`config.mk`:
```
export PLATFORM = sky130hd
export DESIGN_NAME = controller_sequencer
export DESIGN_NICKNAME = d
export VERILOG_FILES = /design/src/rtl/controller_sequencer.sv
export SDC_FILE = /design/constraint.sdc
export NUM_CORES = 1
export LEC_CHECK = 0
export CORE_MARGIN = 8
export CORE_UTILIZATION = 41
export DETAILED_ROUTE_END_ITERATION = 16
export PLACE_DENSITY = 0.74
export SYNTH_ARGS = -nofsm -noshare
export SYNTH_HDL_FRONTEND = slang
export SYNTH_SLANG_ARGS = --single-unit
```
`constraint.sdc`:
```
create_clock -name clk -period 1.57 [get_ports clk]
set_input_delay 0.2355 -clock clk [delete_from_list [all_inputs] [get_ports clk]]
set_output_delay 0.2355 -clock clk [all_outputs]
set_load 0.02 [all_outputs]
```
`src/rtl/controller_sequencer.sv`:
```
// Six-state ring-counter controller for a simple accumulator machine.
// Control lines are decoded from the registered T-state for falling-edge consumers.
module controller_sequencer (
    input  logic       clk,
    input  logic       reset,
    input  logic [3:0] opcode,
    output logic       cp,
    output logic       ep,
    output logic       lm,
    output logic       ce,
    output logic       li,
    output logic       ei,
    output logic       la,
    output logic       ea,
    output logic       su,
    output logic       eu,
    output logic       lb,
    output logic       lo,
    output logic       hlt,
    output logic [5:0] tstate
);

    localparam logic [3:0] OP_LDA = 4'b0000;
    localparam logic [3:0] OP_ADD = 4'b0001;
    localparam logic [3:0] OP_SUB = 4'b0010;
    localparam logic [3:0] OP_OUT = 4'b1110;
    localparam logic [3:0] OP_HLT = 4'b1111;

    typedef enum logic [5:0] {
        T1   = 6'b000001,
        T2   = 6'b000010,
        T3   = 6'b000100,
        T4   = 6'b001000,
        T5   = 6'b010000,
        T6   = 6'b100000,
        HALT = 6'b000000
    } state_t;

    state_t     state;
    logic [3:0] op_q;

    // Ring advance; opcode captured leaving T4, HLT parks the ring.
    always_ff @(posedge clk) begin
        if (!reset) begin
            state <= T1;
            op_q  <= 4'b0000;
        end else begin
            case (state)
                T1: state <= T2;
                T2: state <= T3;
                T3: state <= T4;
                T4: begin
                    op_q  <= opcode;
                    state <= (opcode == OP_HLT) ? HALT : T5;
                end
                T5:      state <= T6;
                T6:      state <= T1;
                HALT:    state <= HALT;
                default: state <= T1;
            endcase
        end
    end

    // Control decode: T4 uses the live opcode, T5/T6 the captured copy.
    always_comb begin
        cp  = 1'b0;
        ep  = 1'b0;
        lm  = 1'b0;
        ce  = 1'b0;
        li  = 1'b0;
        ei  = 1'b0;
        la  = 1'b0;
        ea  = 1'b0;
        su  = 1'b0;
        eu  = 1'b0;
        lb  = 1'b0;
        lo  = 1'b0;
        hlt = 1'b0;
        case (state)
            T1: begin
                ep = 1'b1;
                lm = 1'b1;
            end
            T2: cp = 1'b1;
            T3: begin
                ce = 1'b1;
                li = 1'b1;
            end
            T4: begin
                if (opcode == OP_LDA || opcode == OP_ADD ||
                    opcode == OP_SUB) begin
                    ei = 1'b1;
                    lm = 1'b1;
                end else if (opcode == OP_OUT) begin
                    ea = 1'b1;
                    lo = 1'b1;
                end
            end
            T5: begin
                if (op_q == OP_LDA) begin
                    ce = 1'b1;
                    la = 1'b1;
                end else if (op_q == OP_ADD || op_q == OP_SUB) begin
                    ce = 1'b1;
                    lb = 1'b1;
                end
            end
            T6: begin
                if (op_q == OP_ADD || op_q == OP_SUB) begin
                    la = 1'b1;
                    eu = 1'b1;
                    su = (op_q == OP_SUB);
                end
            end
            HALT:    hlt = 1'b1;
            default: ;
        endcase
    end

    assign tstate = state;

endmodule

```
==> metrics <==
average size of a mapped cell=8.55 µm²; endpoint of the most critical setup path=lm; Mapped Nets=78; Bufs on Longest Clock Path=2; number of search-and-repair iterations in the first detailed-routing pass=4; register-to-register setup slack=-0.23 ns; Clock power frac=0.211; Final GP Congestion=0.767; peak supply drop=0.628 mV; ANT cells=0; slowest stage delay, CP=0.56 ns; P_leak=0.000596 µW; sequential share of power=0.322; insertion delay of the later-clocked pin in the worst-skew pair=0.26 ns; initial cell density of the core=0.423; initial detailed-routing violation count=13; cell internal pwr=571 µW; Worst Path Arrival=1.69 ns; total I/O pin count=25; power density relative to cell area=637 mW/mm²; run status=complete, but fails checks; origin of the critical flop-to-flop path=tstate[5]$_SDFF_PN0_; clock transition time at the flip-flop clock pins of the worst setup and hold paths=0.06 ns; area leader, netlist=sky130_fd_sc_hd__dfxtp_1; transition time at the pin with the least slew margin=0.508 ns; highest routing layer actually used=met4; Final Non-Filler Cells=153; sum of negative setup slack=-4.04 ns; gr usage total=0.174; number of buffer and inverter instances along the worst setup path=1; hpwl dp=1580 µm; post-synthesis sequential area ratio=0.325; die area=0.00300 mm²; routed length per instance=19.3 µm; number of pins with negative max-slew slack in the final report=0; worst-path cell with the longest stage delay=sky130_fd_sc_hd__or4_4; CTS tree=done; Yosys warnings=0; Logic pwr share=0.467; CTS hold repair buffers=0; vias in the first global route=858; fill count=58; metal2 WL=1590 µm; max-cap violation count=0; kind of cell adding the most delay to the critical path=simple AND/OR/NAND/NOR gates; hold violation count in the final report=0; pre-CTS WS=-0.522 ns; launch point of the critical path=tstate[5]$_SDFF_PN0_; Net Sw Power=283 µW; Levels on crit path=4; worst min path class=reg -> reg; cell total after placement=138; Vias/cell=5.50; Routed Antenna Nets=0; capture point of the worst reg-to-reg path=tstate[0]$_SDFF_PN1_; die boundary width=54.8 µm; WP data required=1.33 ns; num rows=14; area fraction of the dominant cell type after synthesis=0.325; H-tree depth reported by CTS=1; Sw Share=0.331; via count=841; largest net degree at the start of global routing=9; type of the setup path with the least slack=reg -> out; sink count of the clock tree=10; Area Overhead vs Synth=118%; sum of overflow across all layers after global routing=0; share of final-layout standard cells stronger than drive strength 1=0.613; total power=854 µW; TritonCTS Buffers=3; first-pass GRT wire length=3840 µm; Period Utilization, post-route=1.23; RSZ-0062 raised after global routing=yes; Relative slew margins=0.660; DRC violations left=0; setup ws final=-0.359 ns; violations in the final reports=setup timing; antenna violations before repair=0; total of flip-flops plus latches after synthesis=10; worst path cell trace=or4_4 -> nor3b_4 -> o21bai_4 -> buf_6; Synth cell types=31; metal1 wirelength=1160 µm; cell area after synthesis=616 µm²; net total in the final layout=144; cells taking the most area after synthesis=sky130_fd_sc_hd__dfxtp_1, sky130_fd_sc_hd__a21oi_1, sky130_fd_sc_hd__nand3_1; amount of wire on met3 after detailed routing=118 µm; final worst clock skew=0.00294 ns; maximum clock frequency=518 MHz; Final setup viols=16; count of input and output buffers=24; total detailed-routing wirelength=2950 µm; final core utilization=0.923; Tmin final=1.93 ns; Die H=54.8 µm; startpoint type of the worst setup path=flop; crit end category=primary output; root buffer cell=sky130_fd_sc_hd__clkbuf_4; FF-to-FF path depth=5; synthesized instance count=72; worst-path maximum fanout=4; Floorplan Core Area=0.00145 mm²
sequential cells by signal (all words and copies together), names as in the netlist:
signal,count
op_q,4
tstate,6
cells in the final DEF, fill, tap and decap left out, types with 2 or more instances in the layout:
| master | instances |
|---|---|
| sky130_fd_sc_hd__and2_1 | 3 |
| sky130_fd_sc_hd__dlygate4sd2_1 | 6 |
| sky130_fd_sc_hd__clkdlybuf4s50_1 | 5 |
| sky130_fd_sc_hd__nor3b_4 | 3 |
| sky130_fd_sc_hd__clkbuf_4 | 3 |
| sky130_fd_sc_hd__dfxtp_2 | 5 |
| sky130_fd_sc_hd__nor4_4 | 3 |
| sky130_fd_sc_hd__or4_4 | 2 |
| sky130_fd_sc_hd__nor4b_1 | 2 |
| sky130_fd_sc_hd__o21ai_0 | 4 |
| sky130_fd_sc_hd__a21oi_1 | 4 |
| sky130_fd_sc_hd__a211o_1 | 2 |
| sky130_fd_sc_hd__or3b_4 | 2 |
| sky130_fd_sc_hd__nand3_1 | 6 |
| sky130_fd_sc_hd__buf_4 | 37 |
| sky130_fd_sc_hd__buf_6 | 16 |
| sky130_fd_sc_hd__nand2_1 | 3 |
| sky130_fd_sc_hd__dfxtp_1 | 4 |
| sky130_fd_sc_hd__inv_1 | 2 |
| sky130_fd_sc_hd__a21oi_2 | 3 |
kinds of logic (layout without fill, tap and decap cells):
logic type,Yosys count,count (layout),synth area share
AND/OR/NAND/NOR,39,39,0.433
flip-flops,10,10,0.325
buffers and inverters,5,70,0.0610
XOR/XNOR,1,1,0.0142
AO/OA/AOI/OAI,17,17,0.167
cell usage after synthesis:
| cell type | number |
|---|---|
| sky130_fd_sc_hd__or3b_1 | 1 |
| sky130_fd_sc_hd__a21oi_1 | 7 |
| sky130_fd_sc_hd__o21ai_0 | 5 |
| sky130_fd_sc_hd__nand2b_1 | 1 |
| sky130_fd_sc_hd__nor4_2 | 1 |
| sky130_fd_sc_hd__nand2_1 | 5 |
| sky130_fd_sc_hd__or2b_1 | 1 |
| sky130_fd_sc_hd__a41o_1 | 1 |
| sky130_fd_sc_hd__buf_4 | 1 |
| sky130_fd_sc_hd__nor3_1 | 2 |
| sky130_fd_sc_hd__nor4_1 | 2 |
| sky130_fd_sc_hd__nor2b_1 | 2 |
| sky130_fd_sc_hd__xnor2_1 | 1 |
| sky130_fd_sc_hd__o21bai_1 | 1 |
| sky130_fd_sc_hd__or4_4 | 2 |
| sky130_fd_sc_hd__nor3b_2 | 1 |
| sky130_fd_sc_hd__buf_6 | 2 |
| sky130_fd_sc_hd__nand3b_1 | 1 |
| sky130_fd_sc_hd__nor2_1 | 3 |
| sky130_fd_sc_hd__or3b_2 | 1 |
| sky130_fd_sc_hd__a211o_1 | 2 |
| sky130_fd_sc_hd__and2_1 | 3 |
| sky130_fd_sc_hd__nand3_1 | 6 |
| sky130_fd_sc_hd__nor4b_1 | 2 |
| sky130_fd_sc_hd__a21o_1 | 1 |
| sky130_fd_sc_hd__dfxtp_1 | 10 |
| sky130_fd_sc_hd__nand4_1 | 1 |
| sky130_fd_sc_hd__inv_1 | 2 |
| sky130_fd_sc_hd__nor3b_4 | 1 |
| sky130_fd_sc_hd__nor3b_1 | 2 |
| sky130_fd_sc_hd__nand4b_1 | 1 |
worst register-to-register path, cell delays in order (launching register included):
cell,delay (ns)
sky130_fd_sc_hd__dfxtp_4,0.35
sky130_fd_sc_hd__or4_4,0.56
sky130_fd_sc_hd__buf_4,0.17
sky130_fd_sc_hd__buf_6,0.11
sky130_fd_sc_hd__a211o_1,0.32
sky130_fd_sc_hd__and2_1,0.18
through the flow:
step | hold slack (ns) | cell area (µm²)
6_report | 0.554 | 1340
5_1_grt | 0.571 | 1340
4_1_cts | 0.497 | 1230
3_5_place_dp | 0.486 | 1120
3_3_place_gp | 0.462 | 1120
2_1_floorplan | 0.357 | 676
power by group through the flow:
stage,clock (µW),combinational (µW),sequential (µW)
2_1_floorplan,0,155,289
3_3_place_gp,0,307,277
3_5_place_dp,0,311,278
4_1_cts,187,337,274
5_1_grt,202,419,276
6_report,180,399,275
layout make-up:
| type | instances | area, µm² | share of cell area |
|---|---|---|---|
| Sequential cell | 10 | 210 | 0.157 |
| Multi-Input combinational cell | 57 | 517 | 0.385 |
| Timing Repair Buffer | 64 | 561 | 0.418 |
| Tap cell | 16 | 20.0 | 0.0149 |
| Clock buffer | 4 | 26.3 | 0.0196 |
| Inverter | 2 | 7.51 | 0.00560 |
how the worst min path moves through the flow:
stage	startpoint	end	slack [ns]	cells past startpoint
6_report	op_q[3]$_SDFFE_PN0N_	op_q[3]$_SDFFE_PN0N_	0.55	2
4_1_cts	op_q[2]$_SDFFE_PN0N_	op_q[2]$_SDFFE_PN0N_	0.50	2
2_1_floorplan	reset	tstate[1]$_SDFF_PN0_	0.36	1
3_5_place_dp	op_q[2]$_SDFFE_PN0N_	op_q[2]$_SDFFE_PN0N_	0.49	2
5_1_grt	op_q[3]$_SDFFE_PN0N_	op_q[3]$_SDFFE_PN0N_	0.57	2
3_3_place_gp	op_q[2]$_SDFFE_PN0N_	op_q[2]$_SDFFE_PN0N_	0.46	2
per-layer routing:
metal,vias up,GRT usage
met1,404,0.172
met2,32,0.332
met4,0,0.0656
met3,8,0.0489
li1,397,-
met5,-,0
what timing repair did:
item	in CTS	in global routing
setup endpoints to repair	19	18
pin swaps	11	8
setup buffers	7	5
gates resized for setup	92	17
No activity file was read; power rests on OpenSTA's default activity.
